File: config.mk
export PLATFORM = sky130hd
export DESIGN_NAME = bitmap_compressor
export DESIGN_NICKNAME = d
export VERILOG_FILES = /design/src/rtl/sigma_pkg.sv /design/src/rtl/bitmap_bank.sv /design/src/rtl/bitmap_compressor.sv
export SDC_FILE = /design/constraint.sdc
export NUM_CORES = 2
export LEC_CHECK = 0
export CAP_MARGIN = 0
export CORE_AREA = 3 3 428 430
export CTS_BUF_LIST = sky130_fd_sc_hd__clkbuf_16
export DETAILED_ROUTE_END_ITERATION = 8
export DIE_AREA = 0 0 431 433
export GPL_ROUTABILITY_DRIVEN = 0
export PLACE_DENSITY_LB_ADDON = 0.15
export SLEW_MARGIN = 20
export SYNTH_ARGS = -nofsm -noshare
export SYNTH_HDL_FRONTEND = slang
export SYNTH_HIERARCHICAL = 1
export SYNTH_SLANG_ARGS = --single-unit
File: constraint.sdc
create_clock -name clk -period 2.3 [get_ports clk]
set_clock_uncertainty 0.05 [all_clocks]
set_input_delay 0.46 -clock clk [delete_from_list [all_inputs] [get_ports clk]]
set_output_delay 0.46 -clock clk [all_outputs]
set_load 0.03 [all_outputs]
File: src/rtl/sigma_pkg.sv
// rtl/sigma_pkg.sv - shared state/bank types and default tile geometry for the SIGMA bitmap compressor
package sigma_pkg;

    typedef enum logic {
        FILL = 1'b0,
        FULL = 1'b1
    } state_t;

    typedef logic bank_sel_t;

    localparam int DEF_ROW_SIZE       = 4;
    localparam int DEF_COL_SIZE       = 8;
    localparam int DEF_LOG2_ROW_SIZE  = 2;
    localparam int DEF_LOG2_COL_SIZE  = 3;
    localparam int DEF_BUFF_SIZE      = 32;
    localparam int DEF_LOG2_BUFF_SIZE = 5;
    localparam int DEF_DATA_TYPE      = 32;

endpackage

File: src/rtl/bitmap_bank.sv
// rtl/bitmap_bank.sv - one tile of bitmap + packed non-zero buffer with nnz/overflow tracking and clear
module bitmap_bank
    import sigma_pkg::*;
#(
    parameter int ROW_SIZE       = DEF_ROW_SIZE,
    parameter int COL_SIZE       = DEF_COL_SIZE,
    parameter int LOG2_ROW_SIZE  = DEF_LOG2_ROW_SIZE,
    parameter int LOG2_COL_SIZE  = DEF_LOG2_COL_SIZE,
    parameter int BUFF_SIZE      = DEF_BUFF_SIZE,
    parameter int LOG2_BUFF_SIZE = DEF_LOG2_BUFF_SIZE,
    parameter int DATA_TYPE      = DEF_DATA_TYPE
)(
    input  logic                                 clk,
    input  logic                                 rst,
    input  logic                                 wr_en,
    input  logic                                 clr,
    input  logic [LOG2_ROW_SIZE-1:0]             row,
    input  logic [LOG2_COL_SIZE-1:0]             col,
    input  logic [DATA_TYPE-1:0]                 data,
    output logic [ROW_SIZE-1:0][COL_SIZE-1:0]    bit_map,
    output logic [BUFF_SIZE-1:0][DATA_TYPE-1:0]  ele,
    output logic [LOG2_BUFF_SIZE:0]              nnz,
    output logic                                 ovf
);

    localparam logic [LOG2_BUFF_SIZE:0] NNZ_MAX = (LOG2_BUFF_SIZE + 1)'(BUFF_SIZE);

    logic nonzero;
    assign nonzero = (data != '0);

    // record occupancy, pack non-zeros in scan order, drop and flag any beyond the buffer depth
    always_ff @(posedge clk or negedge rst) begin
        if (!rst) begin
            bit_map <= '0;
            ele     <= '0;
            nnz     <= '0;
            ovf     <= 1'b0;
        end else if (clr) begin
            bit_map <= '0;
            ele     <= '0;
            nnz     <= '0;
            ovf     <= 1'b0;
        end else if (wr_en) begin
            bit_map[row][col] <= nonzero;
            if (nonzero) begin
                if (nnz < NNZ_MAX) begin
                    ele[nnz[LOG2_BUFF_SIZE-1:0]] <= data;
                    nnz                          <= nnz + 1'b1;
                end else begin
                    ovf <= 1'b1;
                end
            end
        end
    end

endmodule

File: src/rtl/bitmap_compressor.sv
// rtl/bitmap_compressor.sv - dense tile stream to SIGMA bitmap format; define BITMAP_COMP_PINGPONG_EN for two-bank ping-pong
module bitmap_compressor
    import sigma_pkg::*;
#(
    parameter int ROW_SIZE       = DEF_ROW_SIZE,
    parameter int COL_SIZE       = DEF_COL_SIZE,
    parameter int LOG2_ROW_SIZE  = DEF_LOG2_ROW_SIZE,
    parameter int LOG2_COL_SIZE  = DEF_LOG2_COL_SIZE,
    parameter int BUFF_SIZE      = DEF_BUFF_SIZE,
    parameter int LOG2_BUFF_SIZE = DEF_LOG2_BUFF_SIZE,
    parameter int DATA_TYPE      = DEF_DATA_TYPE
)(
    input  logic                                 clk,
    input  logic                                 rst,
    input  logic                                 in_valid,
    output logic                                 in_ready,
    input  logic [DATA_TYPE-1:0]                 in_data,
    output logic                                 out_valid,
    output logic [ROW_SIZE-1:0][COL_SIZE-1:0]    out_bit_map,
    output logic [BUFF_SIZE-1:0][DATA_TYPE-1:0]  out_nonzero_ele,
    output logic [LOG2_BUFF_SIZE:0]              out_nnz,
    output logic                                 out_ovf,
    input  logic                                 tile_consumed
);

    localparam logic [LOG2_ROW_SIZE-1:0] ROW_LAST = LOG2_ROW_SIZE'(ROW_SIZE - 1);
    localparam logic [LOG2_COL_SIZE-1:0] COL_LAST = LOG2_COL_SIZE'(COL_SIZE - 1);

    logic [LOG2_ROW_SIZE-1:0]             row;
    logic [LOG2_COL_SIZE-1:0]             col;
    logic                                 accept;
    logic                                 last_elem;
    logic [ROW_SIZE-1:0][COL_SIZE-1:0]    sel_map;
    logic [BUFF_SIZE-1:0][DATA_TYPE-1:0]  sel_ele;
    logic [LOG2_BUFF_SIZE:0]              sel_nnz;
    logic                                 sel_ovf;

    assign accept    = in_valid && in_ready;
    assign last_elem = (row == ROW_LAST) && (col == COL_LAST);

    // row-major scan position of the next accepted element
    always_ff @(posedge clk or negedge rst) begin
        if (!rst) begin
            row <= '0;
            col <= '0;
        end else if (accept) begin
            if (col == COL_LAST) begin
                col <= '0;
                row <= (row == ROW_LAST) ? '0 : row + 1'b1;
            end else begin
                col <= col + 1'b1;
            end
        end
    end

`ifdef BITMAP_COMP_PINGPONG_EN
    state_t                               state_q [2];
    state_t                               state_d [2];
    bank_sel_t                            fill_sel, fill_sel_d;
    bank_sel_t                            pres_sel, pres_sel_d;
    logic [1:0]                           bank_clr;
    logic [ROW_SIZE-1:0][COL_SIZE-1:0]    bank_map [2];
    logic [BUFF_SIZE-1:0][DATA_TYPE-1:0]  bank_ele [2];
    logic [LOG2_BUFF_SIZE:0]              bank_nnz [2];
    logic [1:0]                           bank_ovf;

    // per-bank fill/full state plus which bank is being filled and which is presented
    always_ff @(posedge clk or negedge rst) begin
        if (!rst) begin
            state_q[0] <= FILL;
            state_q[1] <= FILL;
            fill_sel   <= 1'b0;
            pres_sel   <= 1'b0;
        end else begin
            state_q  <= state_d;
            fill_sel <= fill_sel_d;
            pres_sel <= pres_sel_d;
        end
    end

    // completion and consumption hit different banks, so both may act on one edge without a gap
    always_comb begin
        state_d    = state_q;
        fill_sel_d = fill_sel;
        pres_sel_d = pres_sel;
        bank_clr   = 2'b00;
        if (accept && last_elem) begin
            state_d[fill_sel] = FULL;
            fill_sel_d        = ~fill_sel;
        end
        if (tile_consumed && (state_q[pres_sel] == FULL)) begin
            state_d[pres_sel]  = FILL;
            bank_clr[pres_sel] = 1'b1;
            pres_sel_d         = ~pres_sel;
        end
    end

    assign in_ready  = (state_q[fill_sel] == FILL);
    assign out_valid = (state_q[pres_sel] == FULL);

    for (genvar g = 0; g < 2; g++) begin : g_bank
        bitmap_bank #(
            .ROW_SIZE(ROW_SIZE), .COL_SIZE(COL_SIZE),
            .LOG2_ROW_SIZE(LOG2_ROW_SIZE), .LOG2_COL_SIZE(LOG2_COL_SIZE),
            .BUFF_SIZE(BUFF_SIZE), .LOG2_BUFF_SIZE(LOG2_BUFF_SIZE), .DATA_TYPE(DATA_TYPE)
        ) u_bank (
            .clk(clk), .rst(rst),
            .wr_en(accept && (fill_sel == 1'(g))), .clr(bank_clr[g]),
            .row(row), .col(col), .data(in_data),
            .bit_map(bank_map[g]), .ele(bank_ele[g]), .nnz(bank_nnz[g]), .ovf(bank_ovf[g])
        );
    end

    assign sel_map = bank_map[pres_sel];
    assign sel_ele = bank_ele[pres_sel];
    assign sel_nnz = bank_nnz[pres_sel];
    assign sel_ovf = bank_ovf[pres_sel];
`else
    state_t state_q, state_d;
    logic   bank_clr;

    // single tile state: filling or holding a finished tile
    always_ff @(posedge clk or negedge rst) begin
        if (!rst) state_q <= FILL;
        else      state_q <= state_d;
    end

    // finish the tile on the last scan position, release it on the consume pulse
    always_comb begin
        state_d  = state_q;
        bank_clr = 1'b0;
        case (state_q)
            FILL: if (accept && last_elem) state_d = FULL;
            FULL: if (tile_consumed) begin
                state_d  = FILL;
                bank_clr = 1'b1;
            end
        endcase
    end

    assign in_ready  = (state_q == FILL);
    assign out_valid = (state_q == FULL);

    bitmap_bank #(
        .ROW_SIZE(ROW_SIZE), .COL_SIZE(COL_SIZE),
        .LOG2_ROW_SIZE(LOG2_ROW_SIZE), .LOG2_COL_SIZE(LOG2_COL_SIZE),
        .BUFF_SIZE(BUFF_SIZE), .LOG2_BUFF_SIZE(LOG2_BUFF_SIZE), .DATA_TYPE(DATA_TYPE)
    ) u_bank (
        .clk(clk), .rst(rst),
        .wr_en(accept), .clr(bank_clr),
        .row(row), .col(col), .data(in_data),
        .bit_map(sel_map), .ele(sel_ele), .nnz(sel_nnz), .ovf(sel_ovf)
    );
`endif

    // partially filled tiles are never exposed; idle outputs read zero
    assign out_bit_map     = out_valid ? sel_map : '0;
    assign out_nonzero_ele = out_valid ? sel_ele : '0;
    assign out_nnz         = out_valid ? sel_nnz : '0;
    assign out_ovf         = out_valid ? sel_ovf : 1'b0;

endmodule

==> flow_summary.json <==
{
  "netlist_area_um2": 56900,
  "grt_pass1_vias": 45500,
  "port_buffers": 1100,
  "synth_top_area_share_pct": 47.1,
  "slowest_delay_ns": 0.45,
  "grt_pass1_wl_um": 360000,
  "tns_ns": -598.39,
  "dr.pass1.iters": 6,
  "grt_use_total_pct": 26.9,
  "wl_per_cell_um": 30.4,
  "antenna_left": 0,
  "gr-usage-met2_pct": 45.6,
  "cts_tree": "yes",
  "path_common_cell": "buf_12",
  "critPathCaptureType": "output pin",
  "cp_slowest_cell": "dfrtp_4",
  "crit_type": "flop to output pin",
  "finalNetCount": 6221,
  "area_delta_synth_final_pct": 39.2,
  "drv_cap": 0,
  "drc": 0,
  "use_met1_pct": 34.0,
  "ys_seq_area_share_pct": 47.1,
  "synth.distinct_cells": 41,
  "grt_max_degree": 106,
  "fmaxAchievable_mhz": 358,
  "synth-seq-cells": 1069,
  "cts_buffers": 133,
  "vias": 44500,
  "worst_slack_ns": -0.491,
  "finalSetupViolCount": 2118,
  "stdcell_count": 8655,
  "rsz0062_at_grt": "yes",
  "hold_viol_final": 0,
  "syn_nets": 5063,
  "drive_above_1_share_pct": 44.9,
  "via_per_inst": 5.15,
  "slew_headroom_pct": 41.7,
  "dp_cells": 8340,
  "insertion_delay_ns": 0.79,
  "die_w_um": 431,
  "die_height_um": 433,
  "clock-sinks": 1069,
  "ir_drop_v": 0.000575,
  "crit_chain": "buf_12 > clkbuf_16 > buf_12 > and2_1 > buf_4",
  "crit_required_ns": 1.79,
  "dp_hpwl_um": 173000,
  "coreArea_um2": 180000,
  "drt_wl_total_um": 263000,
  "yosysWarningCount": 6,
  "hold_class": "primary input to asynchronous set/reset pin",
  "fillers": 17100,
  "ios": 1101,
  "synth_top_area_cell": "dfrtp_1",
  "post_dp_cell_area_um2": 71700,
  "dieArea_um2": 187000,
  "htreeDepth": 4,
  "fin_crit_ns": 2.79,
  "p_per_area_nw_per_um2": 1130,
  "violations": "setup timing",
  "grt.busiest_layer": "met2",
  "syn_area_per_cell_um2": 11.3,
  "grt_antenna_before_repair": 7,
  "whs_ns": 0.229,
  "grt_util_met3_pct": 3.69,
  "cts.clk_slew.worst_paths_ns": 0.06,
  "arrival_ns": 2.28,
  "start_kind": "flop",
  "synth_area_leaders": "dfrtp_1, o32ai_2, and2_1",
  "num_rows": 156,
  "clock-root-buffer": "clkbuf_16",
  "grt.overflow.total": 0,
  "cpLargestDelayFamily": "buffers and inverters",
  "critPathMaxFanout": 32,
  "regToRegStartpoint": "out_valid$_DFF_PN0_",
  "clockBufferDepth": 3,
  "worst_pin_slew_ns": 0.867,
  "syn_inst": 5020,
  "layout_commonest_cell": "dfrtp_1",
  "cellLeakagePower_uw": 0.0362,
  "total_power_uw": 89000,
  "layout_common_cells": "dfrtp_1, inv_1, buf_4",
  "critPathLaunch": "out_valid$_DFF_PN0_",
  "rrSetupSlack_ns": -0.46,
  "drt_iter0_drc": 3400,
  "cp.buffers_inverters": 4,
  "slew_violations": 0,
  "initial_core_util_pct": 31.6,
  "outcome": "finished with violations",
  "post-route-period-util_pct": 121,
  "stdcell_area_um2": 79100
}
[routing by layer]
metal | vias up | part of all wire (%)
met5 | - | 0
met1 | 23200 | 41
met4 | 0 | 4.8
met3 | 382 | 4.3
met2 | 1488 | 50
li1 | 19400 | -
[cells in the mapped netlist, drive strengths merged]
cell type     n
nand2        36
a211oi       65
ha            7
and2       1064
buf         212
o2bb2ai       1
mux2i        32
or3           1
nand3b       10
o2111ai       1
nand3         6
o31ai         1
o211ai        1
o21ai         2
nand4        40
a21oi         5
o32ai       992
clkbuf      356
nand4b       13
nand4bb       8
inv         998
nor3          1
nor2         73
and4          2
nor4          8
nor2b         4
or3b          4
dfrtp      1069
mux2          8
[area by class of cell]
| cell class | instances | area [µm²] | share of cell area [%] |
|---|---|---|---|
| Antenna cell | 4 | 10.0 | 0.0127 |
| Clock buffer | 136 | 3400 | 4.30 |
| Clock inverter | 102 | 724 | 0.916 |
| Inverter | 998 | 3750 | 4.74 |
| Multi-Input combinational cell | 2385 | 24300 | 30.7 |
| Sequential cell | 1069 | 26800 | 33.8 |
| Tap cell | 2370 | 2970 | 3.75 |
| Timing Repair Buffer | 1591 | 17200 | 21.7 |
[flip-flops by register name (all words and copies together), names as in the netlist]
name	flops
u_bank/bit_map	32
u_bank/ele	1024
u_bank/nnz	6
u_bank/ovf	1
out_valid	1
col	3
row	2
[cell families (layout without fill, tap and decap cells)]
logic type / Yosys count / in the layout / synth area share, %
flops: 1069 / 1069 / 47.1
simple gates: 1270 / 1270 / 13.8
compound gates: 1068 / 1068 / 26.5
fa+ha+maj: 7 / 7 / 0.154
mux: 40 / 40 / 0.722
other cells: 0 / 4 / 0
buf+inv: 1566 / 2827 / 11.7
[stage by stage]
stage / utilization [%] / worst slack, ns
2_1_floorplan: - / -0.111
3_3_place_gp: 39.8 / -0.968
3_5_place_dp: 39.8 / -1.05
4_1_cts: 42.9 / -0.566
5_1_grt: 43.9 / -0.567
6_report: 43.9 / -0.491
[worst reg2reg max path, cell delays in order (launching register included)]
cell and delay (ns):
dfrtp_4 0.51, buf_4 0.18, buf_4 0.15, buf_4 0.13, nor2b_4 0.22, buf_4 0.18
buf_12 0.17, nand4_1 0.42, buf_12 0.38, o32ai_1 0.28
[final timing paths]
kind | cells after the start | end
setup / recovery | 5 | out_nonzero_ele[536]
hold / removal | 2 | u_bank/ele[410]$_DFFE_PN0P_
setup reg to reg | 9 | u_bank/ele[20]$_DFFE_PN0P_
hold reg to reg | 2 | u_bank/ovf$_DFFE_PN0P_
max in group asynchronous | 4 | u_bank/ele[314]$_DFFE_PN0P_
min in group clk | 3 | out_valid$_DFF_PN0_
[what timing repair did]
item / 4_1_cts / 5_1_grt
pin swaps: 0 / 4
gates cloned: 17 / 30
setup buffers: 12 / 13
resized for setup: 380 / 343
endpoints found under the hold margin: 2 / 0
setup endpoints to repair: 2058 / 2125
hold buffers: 1 / 0
[report_power, final]
part	internal, µW	switching, µW	leakage, µW	total (µW)
combinational	17100	18000	0.0215	35100
clock	11300	8930	0.00216	20300
sequential	28300	5410	0.0125	33700
total	56700	32300	0.0362	89000
Note: power is estimated with default switching activity, not from simulation.
